## src/rtl/penalty_ctl.sv

```systemverilog
`default_nettype none
// penalty_ctl: penalty-shootout sequencer. Aims on mouse click, animates the ball
// for a fixed number of frames, scores against a pseudo-random keeper position.
module penalty_ctl #(
  parameter int GOAL_X_MIN    = 300,
  parameter int GOAL_X_MAX    = 724,
  parameter int KEEPER_W      = 128,
  parameter int SHOTS         = 5,
  parameter int FLIGHT_FRAMES = 32,
  parameter int RESULT_FRAMES = 60
) (
  input  logic        clk,
  input  logic        rst,
  input  logic        frame_tick,
  input  logic        mouse_left,
  input  logic [11:0] mouse_xpos,
  output logic [2:0]  state,
  output logic [11:0] aim_x,
  output logic [11:0] keeper_xpos,
  output logic [2:0]  shot_cnt,
  output logic [2:0]  goal_cnt,
  output logic        goal,
  output logic [5:0]  flight_cnt
);

  localparam logic [2:0] ST_START  = 3'd0;
  localparam logic [2:0] ST_AIM    = 3'd1;
  localparam logic [2:0] ST_FLIGHT = 3'd2;
  localparam logic [2:0] ST_RESULT = 3'd3;
  localparam logic [2:0] ST_OVER   = 3'd4;

  localparam int RES_W = $clog2(RESULT_FRAMES + 1);

  logic             left_q;
  logic             armed_q;
  logic [7:0]       lfsr_q;
  logic [2:0]       state_q, state_d;
  logic [11:0]      aim_q, aim_d;
  logic [11:0]      keeper_q, keeper_d;
  logic [2:0]       shot_q, shot_d;
  logic [2:0]       gcnt_q, gcnt_d;
  logic             goal_q, goal_d;
  logic [5:0]       flight_q, flight_d;
  logic [RES_W-1:0] res_q, res_d;

  logic        click;
  logic [12:0] aim13, kp13, kp_end13;
  logic        in_mouth, in_keeper, shot_goal;

  // armed_q blocks a click from a button already held when reset is released
  always_comb begin
    click     = mouse_left & ~left_q & armed_q;
    aim13     = {1'b0, aim_q};
    kp13      = {1'b0, keeper_q};
    kp_end13  = kp13 + 13'(KEEPER_W);
    in_mouth  = (aim13 >= 13'(GOAL_X_MIN)) && (aim13 <= 13'(GOAL_X_MAX));
    in_keeper = (aim13 >= kp13) && (aim13 < kp_end13);
    shot_goal = in_mouth & ~in_keeper;
  end

  always_comb begin
    state_d  = state_q;
    aim_d    = aim_q;
    keeper_d = keeper_q;
    shot_d   = shot_q;
    gcnt_d   = gcnt_q;
    goal_d   = goal_q;
    flight_d = flight_q;
    res_d    = res_q;
    case (state_q)
      ST_START: begin
        if (click) begin
          state_d = ST_AIM;
          shot_d  = 3'd0;
          gcnt_d  = 3'd0;
          goal_d  = 1'b0;
        end
      end
      ST_AIM: begin
        if (click) begin
          state_d  = ST_FLIGHT;
          aim_d    = mouse_xpos;
          keeper_d = 12'(GOAL_X_MIN) + {4'd0, lfsr_q};
          flight_d = 6'd0;
        end
      end
      ST_FLIGHT: begin
        if (frame_tick) begin
          flight_d = flight_q + 6'd1;
          if (flight_q == 6'(FLIGHT_FRAMES - 1)) begin
            state_d = ST_RESULT;
            goal_d  = shot_goal;
            shot_d  = shot_q + 3'd1;
            gcnt_d  = gcnt_q + {2'd0, shot_goal};
            res_d   = '0;
          end
        end
      end
      ST_RESULT: begin
        if (frame_tick) begin
          if (res_q == RES_W'(RESULT_FRAMES - 1)) begin
            res_d   = '0;
            state_d = (shot_q == 3'(SHOTS)) ? ST_OVER : ST_AIM;
          end else begin
            res_d = res_q + 1'b1;
          end
        end
      end
      ST_OVER: begin
        if (click) state_d = ST_START;
      end
      default: state_d = ST_START;
    endcase
  end

  always_ff @(posedge clk or negedge rst) begin
    if (!rst) begin
      left_q   <= 1'b0;
      armed_q  <= 1'b0;
      lfsr_q   <= 8'hA5;
      state_q  <= ST_START;
      aim_q    <= 12'd0;
      keeper_q <= 12'd0;
      shot_q   <= 3'd0;
      gcnt_q   <= 3'd0;
      goal_q   <= 1'b0;
      flight_q <= 6'd0;
      res_q    <= '0;
    end else begin
      left_q   <= mouse_left;
      armed_q  <= armed_q | ~mouse_left;
      // taps 8,6,5,4: maximal length, never reaches zero from a nonzero seed
      lfsr_q   <= {lfsr_q[6:0], lfsr_q[7] ^ lfsr_q[5] ^ lfsr_q[4] ^ lfsr_q[3]};
      state_q  <= state_d;
      aim_q    <= aim_d;
      keeper_q <= keeper_d;
      shot_q   <= shot_d;
      gcnt_q   <= gcnt_d;
      goal_q   <= goal_d;
      flight_q <= flight_d;
      res_q    <= res_d;
    end
  end

  assign state       = state_q;
  assign aim_x       = aim_q;
  assign keeper_xpos = keeper_q;
  assign shot_cnt    = shot_q;
  assign goal_cnt    = gcnt_q;
  assign goal        = goal_q;
  assign flight_cnt  = flight_q;

endmodule

`default_nettype wire

```

## config.mk

```make
export PLATFORM = sky130hd
export DESIGN_NAME = penalty_ctl
export DESIGN_NICKNAME = d
export VERILOG_FILES = /design/src/rtl/penalty_ctl.sv
export SDC_FILE = /design/constraint.sdc
export NUM_CORES = 1
export LEC_CHECK = 0
export CORE_UTILIZATION = 23
export CTS_CLUSTER_SIZE = 16
export DETAILED_ROUTE_END_ITERATION = 10
export PLACE_DENSITY_LB_ADDON = 0.3
export SYNTH_ARGS = -nofsm -noshare
export SYNTH_HDL_FRONTEND = slang
export SYNTH_SLANG_ARGS = --single-unit
```

## constraint.sdc

```tcl
create_clock -name clk -period 2.5 [get_ports clk]
set_clock_uncertainty 0.1 [all_clocks]
set_input_delay 0.5 -clock clk [delete_from_list [all_inputs] [get_ports clk]]
set_output_delay 0.5 -clock clk [all_outputs]
set_load 0.02 [all_outputs]
```

==> key figures, run 1 <==
Yosys
  • Most frequent cells after synthesis: 64 x nand2_1, 50 x dfrtp_1, 34 x o21ai_0, 22 x ha_1
  • Post-Syn Area: 2880 sq um
  • Post-synth EDFFs: 0
  • Post-synthesis mux area share: 0%
  • Simple-Gate Fraction of Synth Area: 20.6%
  • Sequential element share of the synthesized area: 47.2%
  • Largest family of logic cells by synthesized area: simple AND/OR/NAND/NOR gates
  • Ranking of synthesized cells by area: dfrtp_1 43%, ha_1 9.6%, nand2_1 8.4%
  • Asr flop ratio synth: 100%
  • Synth cell types: 44
  • Most common cell in the netlist: nand2_1
  • Yosys top cell by area: dfrtp_1
  • Synth Area in XOR/XNOR: 3.35%
  • Synth Area in Adders: a little under a tenth
  • Synth top area share: 43.5%
  • Synth Area in Compound Gates: about 15%
  • Synthesized flop and latch total: 54
  • Post-Synthesis Cells: 308
  • Top FF cell, synth: dfrtp_1
  • Post-Syn Area per Cell: ~9.3 sq um
  • Yosys warning total: 0

Global route
  • GR Overflow Total: 0
  • GR Util met3: 2.39%
  • Largest net degree at the start of global routing: 55
  • Met2 global-route usage: 20.3%
  • Gr busiest metal: met2
  • All-Layer GR Usage: 12.2%
  • Met1 usage: 15.8%
  • Initial antenna violation count: 0
  • Vias in the first global route: 2490
  • Global-route wire length before repair: 12400 microns

Routing
  • Via count: approximately 2500
  • Wire per inst: 13.4 microns
  • DRT Pass-1 Iters: 4
  • First DRT Iteration DRCs: 223
  • Antenna-violating nets left: 0
  • Via/cell ratio: roughly 4.5
  • Drt total wl: 7420 microns
  • DR DRC count: 0

Timing
  • Final critical path time including I/O delays and setup: 2530 ps
  • Final Cycle Share: 101%
  • Slew headroom: 53.4%
  • Endpoints failing hold: 0
  • Max Fclk: about 0.39 GHz
  • Setup WS post-layout: -33.3 ps
  • Slew @ Worst Pin: 699 ps
  • RSZ-0062 raised after global routing: true
  • Fin. max-slew vios: 0
  • Hold slack: 223 ps
  • Endpoints failing setup: 2

Layout
  • Inserted Diodes: 0
  • Layout cells sized above 1: ~15%
  • Final net count: 422
  • Post-route cell area: 4020 sq um
  • Multi-input logic area: 1500 sq um
  • Filler cells: 1295
  • Layout area overhead: 39.7%
  • Register area: 1360 sq um
  • Final cell count without fillers: about 550

Job
  • Max-Cap Viols: 0

Placed design
  • Dpl ws: -131 ps
  • Final Wtd Congestion: approximately 0.87
  • HPWL after DPL: 5480 microns
  • I/O Buffers: 53
  • Dpl cell area: 3810 sq um
  • Post-Place Cells: ~550

Critical path
  • CP Class: reg2reg
  • Setup crit start kind: flop
  • Critical Path AT: around 2700 ps
  • Slowest CP cell: dfrtp_2
  • Setup crit end kind: flop
  • CP max stage delay: 410 ps
  • Reg2reg setup slack: -30 ps
  • Critical path fanouts, max: 3
  • CP required: 2620 ps
  • Crit-path cells: ha_2, xnor2_1, ha_1, nand4b_1, o21ai_2, a2111oi_4, nor2_1, ha_2, ha_1, nand2_1, o21ai_1

Floorplan
  • I/O Pins: 56
  • Die Footprint: 13000 sq um
  • Die Ht: 114 microns
  • Die width: 114 microns
  • Core Footprint: 12100 sq um
  • Initial core utilization: 23.8%
  • FP Rows: 40

CTS
  • CTS buffer count: 5
  • Clock sinks: 54
  • Clock buffer depth: 2
  • Clock Root Buffer: clkbuf_16
  • Setup bufs post-CTS: 0
  • H-tree depth: 2
  • Clk slew on worst S/H paths: 80 ps
  • Worst skew pair latency: 290 ps
  • CTS tree: yes

Outcome
  • Failing checks: setup timing
  • Result of the run: complete, but fails checks

Power and ir drop
  • Power per cell area: 1110 nW/um^2
  • Tot Pwr: 4450 uW
  • LEAKAGE: 0.00169 uW
  • Peak VDD IR: 0.433 mV

Min path
  • Hold crit path type: in2async
## where the power goes
group | internal [uW] | leakage, uW | switching (uW) | total (uW)
logic | 1120 | 0.000938 | 1240 | 2360
registers | 1120 | 0.000683 | 275 | 1390
clock network | 372 | 0.0000698 | 328 | 700
## repair_timing
item                                    4_1_cts  5_1_grt
gates resized for setup                       8        7
pin swaps                                     6        4
endpoints found under the setup margin        2        3
hold buffers                                  0        0
## layer usage
| metal | vias up | part of all wire (%) |
|---|---|---|
| li1 | 1218 | - |
| met1 | 1186 | 48 |
| met2 | 52 | 46 |
| met3 | 6 | 4.2 |
| met4 | 0 | 1.3 |
| met5 | - | 0 |
## path summary, 6_finish.rpt
check / startpoint / to / depth (start not counted)
max: keeper_xpos[8] / goal_cnt[1] / 11
min: rst / flight_cnt[1] / 2
max reg2reg: keeper_xpos[8] / goal_cnt[1] / 11
min reg2reg: lfsr_q[1] / lfsr_q[2] / 0
max in group asynchronous: rst / aim_x[2] / 2
min in group clk: lfsr_q[1] / lfsr_q[2] / 0
## placed cells by master, fill, tap and decap left out, types with 2 or more instances in the layout
master / synthesis / layout
conb_1: 1 / 2
dfstp_2: 4 / 4
buf_4: 2 / 23
o21ai_1: 0 / 5
nand2b_1: 7 / 7
ha_2: 0 / 2
o31ai_1: 7 / 7
ha_1: 22 / 19
and2_1: 2 / 2
nand4_1: 5 / 5
a211oi_1: 3 / 2
o21ai_2: 0 / 2
o211ai_1: 7 / 7
clkdlybuf4s50_1: 0 / 52
xor2_1: 5 / 5
dfrtp_2: 0 / 4
nor3b_2: 2 / 2
a2111oi_4: 0 / 3
nand4b_1: 2 / 2
clkbuf_16: 0 / 5
buf_12: 0 / 2
nand3_1: 8 / 8
nor2b_1: 4 / 4
o21ai_0: 34 / 27
nor2_1: 17 / 16
a21oi_1: 6 / 6
inv_1: 17 / 17
xnor2_1: 6 / 6
dfrtp_1: 50 / 46
nand2_1: 64 / 64
a31oi_1: 2 / 2
or2_1: 2 / 2
## layout make-up
class                   instances  share of cell area, %
inverters                      17                   1.59
clock buffers                   5                   3.11
clock inverters                 3                  0.529
flip-flops and latches         54                   33.9
multi-input cells             228                   37.3
repair buffers                 78                   18.4
well taps                     168                   5.23
## critical path: cells and delay by family (launching register included)
family	cells	cell delay, ps
adder cells (fa/ha/maj)	4	920
XOR/XNOR	1	120
flip-flops	1	410
AND/OR/NAND/NOR	3	330
AO/OA/AOI/OAI	3	570
## metrics by stage
stage               utilization [%]  setup TNS, ps
floorplan                         -              0
global placement               31.5           -111
detailed placement             31.5           -254
CTS                            32.8           -186
global route                   33.2           -421
finish                         33.2          -49.2
## kinds of logic after synthesis
logic type	after synthesis
adder cells (fa/ha/maj)	22
XOR/XNOR	11
buffers and inverters	27
flip-flops	54
AO/OA/AOI/OAI	70
other	1
AND/OR/NAND/NOR	123
## sequential cells by signal (all words and copies together), names as in the netlist, 3 cells and up
register     count
keeper_xpos     10
aim_x           12
state            3
flight_cnt       6
goal_cnt         3
lfsr_q           8
res_q            6
shot_cnt         3
Power figures use the tool's default switching activity.
==> run 2: changes to the inputs <==
--- a/config.mk
+++ b/config.mk
@@ -5,7 +5,7 @@
 export SDC_FILE = /design/constraint.sdc
 export NUM_CORES = 1
 export LEC_CHECK = 0
-export CORE_UTILIZATION = 23
+export CORE_UTILIZATION = 47
 export CTS_CLUSTER_SIZE = 16
 export DETAILED_ROUTE_END_ITERATION = 10
 export PLACE_DENSITY_LB_ADDON = 0.3
==> key figures, run 2 (synthesized netlist as in run 1, its figures left out) <==
Outcome
  • Result of the run: complete, but fails checks
  • Failing checks: setup timing

Timing
  • Hold slack: between 150 and 200 ps
  • Final critical path time including I/O delays and setup: about 2600 ps
  • Slew @ Worst Pin: a little under 700 ps
  • RSZ-0062 raised after global routing: true
  • Final Cycle Share: 103%
  • Fin. max-slew vios: 0
  • Endpoints failing setup: 2
  • Endpoints failing hold: 0
  • Max Fclk: 0.389 GHz
  • Slew headroom: 54.9%
  • Setup TNS: -104 ps
  • Setup WS post-layout: -70.8 ps

Global route
  • Initial antenna violation count: 0
  • Vias in the first global route: 2449
  • GR Overflow Total: 0
  • Largest net degree at the start of global routing: 55
  • All-Layer GR Usage: 23.4%
  • Global-route wire length before repair: approximately 11000 microns

Power and ir drop
  • Pint: 2560 uW
  • Peak VDD IR: 0.609 mV
  • Clk network pwr share: 13.6%
  • Sequential share of power: 31.4%
  • Net Sw Frac: between 40% and 50%
  • LEAKAGE: roughly 0.0016 uW
  • Comb power frac: 55.0%
  • Power per cell area: 1140 nW/um^2
  • NetSw: 1850 uW

CTS
  • CTS buffer count: 5
  • CTS tree: yes
  • Clock buffer depth: 2
  • Clk slew on worst S/H paths: 100 ps
  • H-tree depth: 2
  • Worst skew pair latency: approximately 310 ps
  • Clock sinks: 54
  • Clock Root Buffer: clkbuf_8
  • Hold_buf cts: 0

Floorplan
  • Core Footprint: 5920 sq um
  • I/O Pins: 56
  • Die Footprint: 6440 sq um
  • Die width: 80.2 microns
  • FP Rows: 28
  • Initial core utilization: 48.6%
  • Die Ht: around 80 microns

Placed design
  • Final Wtd Congestion: 0.875
  • Dpl cell area: 3650 sq um
  • I/O Buffers: 53
  • Dpl ws: -105 ps
  • HPWL after DPL: between 4000 and 5000 microns

Critical path
  • CP Class: reg2reg
  • Top delay family on crit path: compound AO/OA/AOI/OAI gates
  • Setup crit start kind: flop
  • CP max stage delay: 430 ps
  • Critical path fanouts, max: 3
  • Worst path most repeated cell: a2111oi_4
  • Critical Path AT: roughly 2700 ps
  • Slowest CP cell: a211oi_1
  • Crit-path cells: ha_1, a211oi_1, a2111oi_4, a2111oi_4, nor2_1, ha_2, ha_4, nand2_2, o21ai_2
  • CP required: 2650 ps
  • CP bufs+invs: 0
  • Setup crit end kind: flop

Routing
  • Via count: 2471
  • Drt total wl: 6920 microns
  • DRT Pass-1 Iters: 4
  • Via/cell ratio: between 5 and 6
  • Wire per inst: 15.2 microns
  • Antenna-violating nets left: 0
  • DR DRC count: 0
  • First DRT Iteration DRCs: 118

Layout
  • Commonest cells after routing, fill and taps aside: 63 x nand2_1, 52 x clkdlybuf4s50_1, 46 x dfrtp_1, 28 x o21ai_0, 20 x buf_4
  • Filler cells: 499
  • Commonest non-fill, non-tap cell in the layout: nand2_1
  • Post-route cell area: 3870 sq um
  • Final net count: 418
  • Layout cells sized above 1: 15.7%
  • Largest register FFs: 12
  • Layout area overhead: 34.7%
  • Inserted Diodes: 0

Min path
  • Hold crit path type: in2async

Job
  • Max-Cap Viols: 0
[run 2: final cells by class]
| type | count | area, sq um | area share, % |
|---|---|---|---|
| Multi-Input combinational cell | 228 | 1550 | 39.9 |
| Sequential cell | 54 | 1360 | 35.1 |
| Timing Repair Buffer | 74 | 696 | 18.0 |
| Tap cell | 75 | 93.8 | 2.42 |
| Clock buffer | 5 | 68.8 | 1.78 |
| Inverter | 17 | 63.8 | 1.65 |
| Clock inverter | 3 | 45.0 | 1.16 |
[run 2: worst reg2reg max path, cell delays in order, from the launching register on]
cell       delay [ps]
dfrtp_1           420
ha_1              360
a211oi_1          430
a2111oi_4         140
a2111oi_4         350
nor2_1             80
ha_2              200
ha_4              260
nand2_2            40
o21ai_2           110
[run 2: final timing paths]
check,start,end,slack [ps],cells after the start
worst min-delay path,rst,keeper_xpos[6],190,2
min in group clk,lfsr_q[1],lfsr_q[2],280,0
max in group asynchronous,rst,keeper_xpos[2],1630,2
worst max-delay path,aim_x[3],goal_cnt[1],-70,9
worst max register to register,aim_x[3],goal_cnt[1],-70,9
worst min register to register,lfsr_q[1],lfsr_q[2],280,0
[run 2: power groups by stage]
stage	sequential (uW)	combinational (uW)	clock, uW
detailed placement	1380	2210	0
CTS	1380	2290	607
global route	1430	2630	644
floorplan	1650	942	0
global placement	1370	2140	0
finish	1390	2420	600
[run 2: metal layers]
layer	global-route usage [%]	wire length (microns)	vias to the layer above
met3	4.55	333	13
met4	8.75	116	0
met5	0	0	-
met1	31.0	3160	1185
li1	-	-	1206
met2	37.8	3310	67
[run 2: through the flow]
stage	util (%)	instances	total power, uW
after CTS	64.6	456	4280
after detailed placement	61.7	448	3600
final	65.4	456	4410
after floorplan	-	309	2590
after global routing	65.4	456	4710
after global placement	61.7	448	3510
[run 2: what timing repair did]
item	CTS	global route
setup endpoints to repair	2	3
pin swaps	9	9
setup buffers	0	0
gates resized for setup	13	9
